### src/rtl/video_timing_gen.sv
// Progressive raster timing generator: run/stop FSM that only stops on a frame boundary, raster counters, registered decode.
// Define VTG_FRAME_CNT_EN to add the 16-bit frame_cnt output.

module video_timing_gen #(
  parameter int   H_ACTIVE = 640,
  parameter int   H_FP     = 16,
  parameter int   H_SYNC   = 96,
  parameter int   H_BP     = 48,
  parameter int   V_ACTIVE = 480,
  parameter int   V_FP     = 10,
  parameter int   V_SYNC   = 2,
  parameter int   V_BP     = 33,
  parameter logic H_POL    = 1'b1,
  parameter logic V_POL    = 1'b1,
  parameter int   CW       = 12
) (
  input  logic          pixel_clk,
  input  logic          reset_n,
  input  logic          en,
  output logic          busy,
  output logic [CW-1:0] x,
  output logic [CW-1:0] y,
  output logic          de,
  output logic          hsync,
  output logic          vsync,
  output logic          line_start,
  output logic          frame_start
`ifdef VTG_FRAME_CNT_EN
  ,
  output logic [15:0]   frame_cnt
`endif
);

  localparam int H_TOTAL = H_ACTIVE + H_FP + H_SYNC + H_BP;
  localparam int V_TOTAL = V_ACTIVE + V_FP + V_SYNC + V_BP;

  localparam logic [CW-1:0] H_LAST   = CW'(H_TOTAL - 1);
  localparam logic [CW-1:0] V_LAST   = CW'(V_TOTAL - 1);
  localparam logic [CW-1:0] H_ACT    = CW'(H_ACTIVE);
  localparam logic [CW-1:0] V_ACT    = CW'(V_ACTIVE);
  localparam logic [CW-1:0] HS_START = CW'(H_ACTIVE + H_FP);
  localparam logic [CW-1:0] HS_END   = CW'(H_ACTIVE + H_FP + H_SYNC);
  localparam logic [CW-1:0] VS_START = CW'(V_ACTIVE + V_FP);
  localparam logic [CW-1:0] VS_END   = CW'(V_ACTIVE + V_FP + V_SYNC);
  localparam logic [CW-1:0] CNT_ZERO = {CW{1'b0}};
  localparam logic [CW-1:0] CNT_ONE  = {{(CW-1){1'b0}}, 1'b1};

  generate
    if (((2 ** CW) <= (H_TOTAL - 1)) || ((2 ** CW) <= (V_TOTAL - 1))) begin : g_cw_too_small
      $error("video_timing_gen: CW too narrow for H_TOTAL/V_TOTAL");
    end
  endgenerate

  typedef enum logic [0:0] {
    ST_IDLE = 1'b0,
    ST_RUN  = 1'b1
  } state_t;

  state_t        state_r;
  logic [CW-1:0] x_r;
  logic [CW-1:0] y_r;
  logic          stop_pend_r;
  logic          busy_r;
  logic          frame_wrap_s;

  logic          de_s;
  logic          hs_on_s;
  logic          vs_on_s;
  logic          ls_s;
  logic          fs_s;

  logic          de_r;
  logic          hsync_r;
  logic          vsync_r;
  logic          line_start_r;
  logic          frame_start_r;

  assign frame_wrap_s = (state_r == ST_RUN) && (x_r == H_LAST) && (y_r == V_LAST);

  // Run/stop FSM with raster counters; stop_pend mirrors the last en sample taken in RUN
  always_ff @(posedge pixel_clk or negedge reset_n) begin
    if (!reset_n) begin
      state_r     <= ST_IDLE;
      x_r         <= CNT_ZERO;
      y_r         <= CNT_ZERO;
      stop_pend_r <= 1'b0;
      busy_r      <= 1'b0;
    end else begin
      case (state_r)
        ST_IDLE: begin
          x_r         <= CNT_ZERO;
          y_r         <= CNT_ZERO;
          stop_pend_r <= 1'b0;
          if (en) begin
            state_r <= ST_RUN;
            busy_r  <= 1'b1;
          end else begin
            state_r <= ST_IDLE;
            busy_r  <= 1'b0;
          end
        end
        ST_RUN: begin
          stop_pend_r <= ~en;
          if (x_r == H_LAST) begin
            x_r <= CNT_ZERO;
            if (y_r == V_LAST) begin
              y_r <= CNT_ZERO;
              if (stop_pend_r) begin
                state_r <= ST_IDLE;
                busy_r  <= 1'b0;
              end else begin
                state_r <= ST_RUN;
                busy_r  <= 1'b1;
              end
            end else begin
              y_r <= y_r + CNT_ONE;
            end
          end else begin
            x_r <= x_r + CNT_ONE;
          end
        end
        default: begin
          state_r     <= ST_IDLE;
          x_r         <= CNT_ZERO;
          y_r         <= CNT_ZERO;
          stop_pend_r <= 1'b0;
          busy_r      <= 1'b0;
        end
      endcase
    end
  end

  // Region decode of the current position; idle positions never decode as active
  always_comb begin
    de_s    = 1'b0;
    hs_on_s = 1'b0;
    vs_on_s = 1'b0;
    ls_s    = 1'b0;
    fs_s    = 1'b0;
    if (state_r == ST_RUN) begin
      de_s    = (x_r < H_ACT) && (y_r < V_ACT);
      hs_on_s = (x_r >= HS_START) && (x_r < HS_END);
      vs_on_s = (y_r >= VS_START) && (y_r < VS_END);
      ls_s    = (x_r == CNT_ZERO);
      fs_s    = (x_r == CNT_ZERO) && (y_r == CNT_ZERO);
    end else begin
      de_s    = 1'b0;
      hs_on_s = 1'b0;
      vs_on_s = 1'b0;
      ls_s    = 1'b0;
      fs_s    = 1'b0;
    end
  end

  // Decode register: outputs trail the counters by one cycle
  always_ff @(posedge pixel_clk or negedge reset_n) begin
    if (!reset_n) begin
      de_r          <= 1'b0;
      hsync_r       <= ~H_POL;
      vsync_r       <= ~V_POL;
      line_start_r  <= 1'b0;
      frame_start_r <= 1'b0;
    end else begin
      de_r          <= de_s;
      hsync_r       <= hs_on_s ? H_POL : ~H_POL;
      vsync_r       <= vs_on_s ? V_POL : ~V_POL;
      line_start_r  <= ls_s;
      frame_start_r <= fs_s;
    end
  end

`ifdef VTG_FRAME_CNT_EN
  logic [15:0] frame_cnt_r;

  // Completed-frame counter; only reset clears it, stop/idle just hold it
  always_ff @(posedge pixel_clk or negedge reset_n) begin
    if (!reset_n) begin
      frame_cnt_r <= 16'd0;
    end else if (frame_wrap_s) begin
      frame_cnt_r <= frame_cnt_r + 16'd1;
    end else begin
      frame_cnt_r <= frame_cnt_r;
    end
  end

  assign frame_cnt = frame_cnt_r;
`endif

  assign busy        = busy_r;
  assign x           = x_r;
  assign y           = y_r;
  assign de          = de_r;
  assign hsync       = hsync_r;
  assign vsync       = vsync_r;
  assign line_start  = line_start_r;
  assign frame_start = frame_start_r;

endmodule

### config.mk
export PLATFORM = sky130hd
export DESIGN_NAME = video_timing_gen
export DESIGN_NICKNAME = d
export VERILOG_FILES = /design/src/rtl/video_timing_gen.sv
export SDC_FILE = /design/constraint.sdc
export NUM_CORES = 1
export LEC_CHECK = 0
export ABC_AREA = 1
export CAP_MARGIN = 10
export CORE_UTILIZATION = 47
export CTS_BUF_LIST = sky130_fd_sc_hd__clkbuf_4 sky130_fd_sc_hd__clkbuf_8 sky130_fd_sc_hd__clkbuf_16
export CTS_CLUSTER_DIAMETER = 80
export CTS_CLUSTER_SIZE = 12
export DETAILED_ROUTE_END_ITERATION = 10
export PLACE_DENSITY = 0.73
export SLEW_MARGIN = 10
export SYNTH_ARGS = -nofsm -noshare
export SYNTH_HDL_FRONTEND = slang
export SYNTH_SLANG_ARGS = --single-unit
### constraint.sdc
create_clock -name pixel_clk -period 1.7 [get_ports pixel_clk]
set_input_delay 0.51 -clock pixel_clk [delete_from_list [all_inputs] [get_ports pixel_clk]]
set_output_delay 0.51 -clock pixel_clk [all_outputs]
set_load 0.03 [all_outputs]
==> results.md, run 1 <==
- Critical Path Max Stage Delay: 430 ps
- Initial antenna violation count: 0
- Pins Over Slew Limit: 0
- Final WS setup: 64.3 ps
- Final worst path period need: 1640 ps
- Gr usage total: 0.225
- Min-Delay Path Depth: 2
- Post-synthesis net count: 229
- Antenna fix cells: 0
- Setup Fix Bufs, Post-CTS: 0
- Full die area: 3930 µm²
- Drt pass-1 iters: 4
- H-tree levels: 2
- Top FF cell, synth: dfrtp_1
- Status: complete, no violations
- Initial Util: 0.502
- Synth warn: 0
- Number of flops mapped to enable cells by yosys: 0
- Drt initial violations: 117
- Fin crit share: 0.962
- Post-synth top area share: 0.463
- Hold WS: 502 ps
- Setup violations, final: 0
- Delay-heaviest family, CP: flip-flops
- Final Hold Violating Endpoints: 0
- Synthesized area: 1730 µm²
- Mean Syn Cell Area: 7.79 µm²
- Nets: 279
- WS Path Type: flip-flop to output pin
- Skew-Pair Late Insertion Delay: 280 ps
- Most instantiated cells after synthesis: 48 x nand2_1, 33 x inv_1, 32 x dfrtp_1, 25 x nor2_1, 19 x nand3_1
- Critical path required time: 1190 ps
- R2r setup slk: 160 ps
- CTS tree: done
- CP arrival: 1130 ps
- Total gr overflow: 0
- Kind of end point of the critical path: output pin
- RD Place Congestion: 0.914
- Setup crit start kind: flip-flop
- Vias in the first global route: 1522
- Port bufs: 32
- Pwr Density: 664 nW/µm²
- FF/Latch Area: 803 µm²
- Largest net degree at the start of global routing: 33
- Leakage power: 1.24 nW
- Crit path depth: 1
- Async SR Flop Fraction: 1.00
- Post-synthesis sequential area ratio: 0.463
- Clock Pin Slew Worst Setup and Hold Paths: 60 ps
- Worst path slowest cell: dfrtp_1
- Drt wl/cell: 12.0 µm
- Area of the multi-input gates: 761 µm²
- Critical-path cell list: dlygate4sd2_1
- Worst VDD drop: 0.439 mV
- Num CTS Buffers: 5
- Fmax: 611 MHz
- FILL cells: 321
- Final instance area: 2290 µm²
- Clock skew after layout: 5.56 ps
- Cts hold-fix bufs: 0
- Pre-CTS setup slack: 99.7 ps
- Synth area leaders: dfrtp_1 46%, nand2_1 10%, inv_1 7.2%, nand3_1 5.5%, nor2_1 5.4%
- Area of the core: 3440 µm²
- Post-DP Area: 2200 µm²
- Max-Cap Viols: 0
- Total wire length: 3840 µm
- Seq cells post-synth: 32
- Post-route DRC: 0
- Hold crit path type: flip-flop to flip-flop
- Area grow syn2layout: 32.4%
- Hpwl dp: 2770 µm
- Yosys top cell by area: dfrtp_1
- Die W: 62.7 µm
- I/O pin total: 33
- CTS sink count: 32
- Synth cell types: 27
- Detailed-route via count: 1612
- Layout cell share with drive strength beyond 1: 0.143
- Final Util: 0.665
- Count leader, synth: nand2_1
- CP max FO: 5
- First-pass GRT wire length: 6850 µm
- Row cnt: 21
- WP buf/inv: 1
- Slew @ Worst Pin: 395 ps
- Drt via density: 5.05
- Post-synthesis instance total: 222
- Worst-case clock buffer depth: 2
- Rel. slew slack: 0.735
- Root Driver: clkbuf_8
- Worst r2r path cells: 10
- Die Y: 62.7 µm
- Routed Antenna Nets: 0
[path summary, 6_finish.rpt]
kind | from | to
min | busy | busy
max reg2reg | x[0] | y[9]
min reg2reg | busy | busy
min in group asynchronous | reset_n | x[7]
max in group asynchronous | reset_n | y[1]
max | x[0] | x[0]
[metal layers]
metal  track usage  up-vias  wire length, µm
li1              -      817                -
met1         0.310      737             1810
met5             0        -                0
met3        0.0566        7              231
met2         0.333       51             1730
met4         0.102        0               67
[report_power, final]
| group | internal [mW] | switching (mW) | total [mW] |
|---|---|---|---|
| registers | 0.762 | 0.000238 | 0.763 |
| logic | 0.00954 | 0.0172 | 0.0268 |
| clock network | 0.450 | 0.281 | 0.732 |
| total | 1.22 | 0.299 | 1.52 |
[tightest hold or removal path, delay by kind of cell, from the launching register on]
| kind | cells | cell delay [ps] |
|---|---|---|
| AO/OA/AOI/OAI | 1 | 70 |
| flip-flops | 1 | 340 |
| AND/OR/NAND/NOR | 1 | 60 |
[layout make-up]
cell class                      count  share of cell area
Sequential cell                    32               0.351
Tap cell                           46              0.0251
Multi-Input combinational cell    150               0.332
Clock inverter                      2              0.0153
Clock buffer                        6              0.0333
Timing Repair Buffer               48               0.186
Inverter                           35              0.0574
[cells in the final DEF, fill, tap and decap left out, types with 4 or more instances in the layout]
master	n
a21oi_1	9
buf_4	16
clkbuf_8	5
dfrtp_1	30
dlygate4sd2_1	28
ha_1	4
inv_1	33
nand2_1	47
nand3_1	18
nand4_1	7
nor2_1	24
nor3_1	5
o21ai_0	15
[what timing repair did]
action                                  CTS  global route
gates resized for setup                  28             5
endpoints found under the setup margin   28             4
pin swaps                                 0             0
[per-stage QoR]
step | cells | power, mW | TNS (ps)
floorplan | 222 | 0.779 | 0
global placement | 311 | 0.805 | 0
detailed placement | 311 | 0.805 | 0
CTS | 319 | 1.54 | 0
global route | 319 | 1.58 | -0.369
finish | 319 | 1.52 | 0
[registers in the layout (all words and copies together) (netlist names)]
register / flops
busy: 1
de: 1
frame_start: 1
hsync: 1
line_start: 1
state_r: 1
stop_pend_r: 1
vsync: 1
x: 12
y: 12
[kinds of logic after synthesis]
logic type	Yosys count	share of synthesized area
and+or+nand+nor	116	0.312
buffers and inverters	40	0.103
DFF	32	0.463
AOI/OAI and AO/OA	28	0.0832
adders and majority gates	4	0.0289
xor gates and xnor gates	2	0.0101
Note: power is estimated with default switching activity, not from simulation.
==> run 2, diff against run 1 <==
CORE_MARGIN = 2   (was unset)
==> results.md, run 2 (synthesized netlist as in run 1, its figures left out) <==
- Status: complete, no violations
- Clock skew after layout: 5.79 ps
- Detailed-route via count: 1607
- Worst-case clock buffer depth: 2
- Reg-to-Reg End: y[9]
- Hpwl dp: 2780 µm
- Combinational power share: 0.017
- Initial antenna violation count: 0
- Pins Over Slew Limit: 0
- Hold_sp: x[0]
- Critical Path Max Stage Delay: 430 ps
- Area of the core: 3610 µm²
- Vias in the first global route: 1468
- Initial Util: 0.480
- Critical path required time: 1190 ps
- Largest net degree at the start of global routing: 33
- Fin crit share: 0.970
- Hold crit path type: flip-flop to flip-flop
- Met2 usage: 0.303
- Kind of end point of the critical path: output pin
- First-pass GRT wire length: 6440 µm
- CP arrival: 1140 ps
- Net Sw Power: 320 µW
- Drt initial violations: 70
- Layout cell share with drive strength beyond 1: 0.132
- Total gr overflow: 0
- Flop pwr share: 0.500
- Switch share: 0.210
- Port bufs: 32
- CP max FO: 5
- Drt via density: 5.02
- TNS Setup: 0 ps
- WS Path Type: flip-flop to output pin
- Pint: 1.21 mW
- RD Place Congestion: 0.875
- Clock Pin Slew Worst Setup and Hold Paths: 70 ps
- I/O pin total: 33
- Root Driver: clkbuf_8
- Clk pwr share: 0.483
- Die Y: 64.7 µm
- Setup crit start kind: flip-flop
- Drt pass-1 iters: 4
- Grt met1 use: 0.281
- Num CTS Buffers: 5
- Commonest non-fill, non-tap cell in the layout: nand2_1
- Die W: 64.7 µm
- Worst path slowest cell: dfrtp_1
- Fmax: 607 MHz
- Delay-heaviest family, CP: flip-flops
- Grt met3 use: 0.0469
- Most frequent cells in the layout: 47 x nand2_1, 33 x inv_1, 32 x dfrtp_1, 28 x dlygate4sd2_1, 25 x nor2_1
- Nets: 278
- CTS sink count: 32
- Drt wl/cell: 11.5 µm
- Leakage power: 1.23 nW
- Antenna fix cells: 0
- Slew @ Worst Pin: 375 ps
- Area grow syn2layout: 32.0%
- Full die area: 4180 µm²
- GRT busiest layer: met2
- Final Hold Violating Endpoints: 0
- H-tree levels: 2
- WP buf/inv: 1
- Rel. slew slack: 0.748
- Total wire length: 3690 µm
- Pwr Density: 668 nW/µm²
- Post-route DRC: 0
- Final worst path period need: 1650 ps
- CTS tree: done
- Row cnt: 22
- Routed Antenna Nets: 0
- Final WS setup: 51.7 ps
- Skew-Pair Late Insertion Delay: 290 ps
- Setup violations, final: 0
- RSZ-0062 raised after global routing: no
- Worst r2r path cells: 10
- Min-Delay Path Depth: 1
- R2r setup slk: 150 ps
- FF-to-FF Start: x[0]
- Worst Hold End: x[0]
- Pre-CTS setup slack: 88.5 ps
- Gr usage total: 0.203
- Worst VDD drop: 0.446 mV
- Critical-path cell list: dlygate4sd2_1
- Max-Cap Viols: 0
## run 2: cell types whose count changed in the layout (fill, tap and decap cells not counted), sizes merged
cell | previous run | this run
clkinvlp | 0 | 1
buf | 18 | 17
clkbuf | 6 | 5
## run 2: worst max path at each step
stage	startpoint	to	slack [ps]	cells after the start
final	y[4]	y[4]	50	1
after floorplan	x[0]	x[4]	30	9
after detailed placement	y[1]	y[1]	90	1
after global placement	x[0]	x[0]	100	1
after CTS	y[1]	y[1]	50	1
after global routing	x[0]	y[9]	3	10
## run 2: area by class of cell
type / instances / area, µm²
sequential: 32 / 801
timing repair buffer: 47 / 418
tap: 48 / 60.1
multi-input combinational: 150 / 761
inverter: 35 / 131
clock inverter: 3 / 42.5
clock buffer: 5 / 68.8
fill: 334 / 1320
## run 2: timing repair
action                     in CTS  in global routing
setup endpoints to repair      28                  5
hold buffers                    0                  0
gates resized for setup        28                  3
setup buffers                   0                  1
## run 2: power groups by stage
stage / combinational, mW / sequential [mW] / clock (mW)
6_report: 0.0259 / 0.762 / 0.737
5_1_grt: 0.0311 / 0.762 / 0.790
4_1_cts: 0.0278 / 0.762 / 0.749
3_5_place_dp: 0.0279 / 0.777 / 0
3_3_place_gp: 0.0277 / 0.777 / 0
2_1_floorplan: 0.00168 / 0.777 / 0
## run 2: metrics by stage
step,power [mW],instances,instance area (µm²),utilization,hold WS [ps]
floorplan,0.779,222,1730,-,214
global placement,0.805,311,2190,0.607,498
detailed placement,0.805,311,2190,0.607,501
CTS,1.54,319,2260,0.628,506
global route,1.58,320,2280,0.633,541
finish,1.53,320,2280,0.633,508
## run 2: layer usage
layer,vias to the layer above,wire (µm)
li1,814,-
met1,729,1770
met3,8,248
met4,0,94
met5,-,0
met2,56,1580
==> run 3, diff against run 2 <==
MAX_ROUTING_LAYER = met4   (was unset)
SKIP_CTS_REPAIR_TIMING = 1   (was unset)
==> results.md, run 3 (synthesized netlist as in run 1, its figures left out) <==
- Status: complete, no violations
- CTS sink count: 32
- Skew-Pair Late Insertion Delay: 290 ps
- Total Power: 1.53 mW
- Max-Cap Viols: 0
- Worst-case clock buffer depth: 2
- Detailed-route via count: 1634
- Num CTS Buffers: 5
- Total gr overflow: 0
- Grt met3 use: 0.0469
- I/O pin total: 33
- Row cnt: 22
- Min-Delay Path Depth: 1
- GRT busiest layer: met2
- Kind of end point of the critical path: output pin
- RD Place Congestion: 0.889
- Initial antenna violation count: 0
- CTS tree: done
- Worst path slowest cell: dfrtp_1
- Slew @ Worst Pin: 368 ps
- Die Y: 64.7 µm
- Setup violations, final: 0
- Antenna fix cells: 0
- Total wire length: 3790 µm
- Critical-path cell list: buf_4 > dlymetal6s2s_1
- Drt initial violations: 76
- Clock skew after layout: 5.15 ps
- First-pass GRT wire length: 6480 µm
- Area grow syn2layout: 38.5%
- Drt via density: 5.09
- Largest net degree at the start of global routing: 33
- Setup crit start kind: flip-flop
- Final worst path period need: 1620 ps
- Grt met1 use: 0.282
- Die W: 64.7 µm
- Layout cell share with drive strength beyond 1: 0.136
- Pins Over Slew Limit: 0
- TNS Setup: 0 ps
- Full die area: 4180 µm²
- Drt wl/cell: 11.8 µm
- Rel. slew slack: 0.753
- Critical Path Max Stage Delay: 420 ps
- Drt pass-1 iters: 5
- Area of the core: 3610 µm²
- Initial Util: 0.480
- CP arrival: 1110 ps
- Leakage power: 1.57 nW
- CP max FO: 5
- Hold crit path type: flip-flop to flip-flop
- Worst r2r path cells: 10
- H-tree levels: 2
- Gr usage total: 0.210
- Post-route DRC: 0
- Final Hold Violating Endpoints: 0
- Hpwl dp: 2780 µm
- Pwr Density: 638 nW/µm²
- Nets: 279
- Root Driver: clkbuf_8
- Fmax: 618 MHz
- Clock Pin Slew Worst Setup and Hold Paths: 70 ps
- Met2 usage: 0.305
- Vias in the first global route: 1482
- Port bufs: 32
- Most frequent cells in the layout: 47 x nand2_1, 33 x inv_1, 32 x dfrtp_1, 28 x dlymetal6s2s_1, 25 x nor2_1
- Routed Antenna Nets: 0
- RSZ-0062 raised after global routing: no
- WS Path Type: flip-flop to output pin
- Worst VDD drop: 0.448 mV
- Critical path required time: 1190 ps
- Fin crit share: 0.951
- Commonest non-fill, non-tap cell in the layout: nand2_1
==> run 3: final timing paths <==
check / from / to / slack (ps)
max: y[1] / y[1] / 80
min: x[0] / x[0] / 510
max reg2reg: x[0] / y[9] / 150
min reg2reg: x[0] / x[0] / 510
max in group asynchronous: reset_n / y[9] / 950
min in group asynchronous: reset_n / x[4] / 580
==> run 3: report_power, final <==
group / internal, mW / switching, mW / leakage, nW
sequential: 0.762 / 0.000211 / 0.415
combinational: 0.00953 / 0.0167 / 1.10
clock: 0.433 / 0.305 / 0.0541
==> run 3: final cells by class <==
type                            count  area, µm²
Tap cell                           48       60.1
Clock inverter                      3       42.5
Timing Repair Buffer               48        531
Sequential cell                    32        801
Multi-Input combinational cell    150        761
Clock buffer                        5       68.8
Inverter                           35        131
Fill cell                         297       1210
==> run 3: worst max-delay path, delay by kind of cell, from the launching register on <==
| kind | cells | cell delay [ps] |
|---|---|---|
| flops | 1 | 420 |
| buf+inv | 2 | 400 |
==> run 3: layer usage <==
metal,vias up,wire [µm]
li1,814,-
met1,754,1810
met2,58,1660
met3,8,224
met4,0,93
met5,-,0
==> run 3: stage by stage <==
step	hold slack [ps]	cells	worst slack (ps)	instance area [µm²]	utilization
after floorplan	214	222	32.2	1730	-
after global placement	498	311	105	2190	0.607
after detailed placement	501	311	88.5	2190	0.607
after CTS	510	319	-231	2300	0.638
after global routing	541	321	1.63	2390	0.664
final	509	321	83.0	2390	0.664
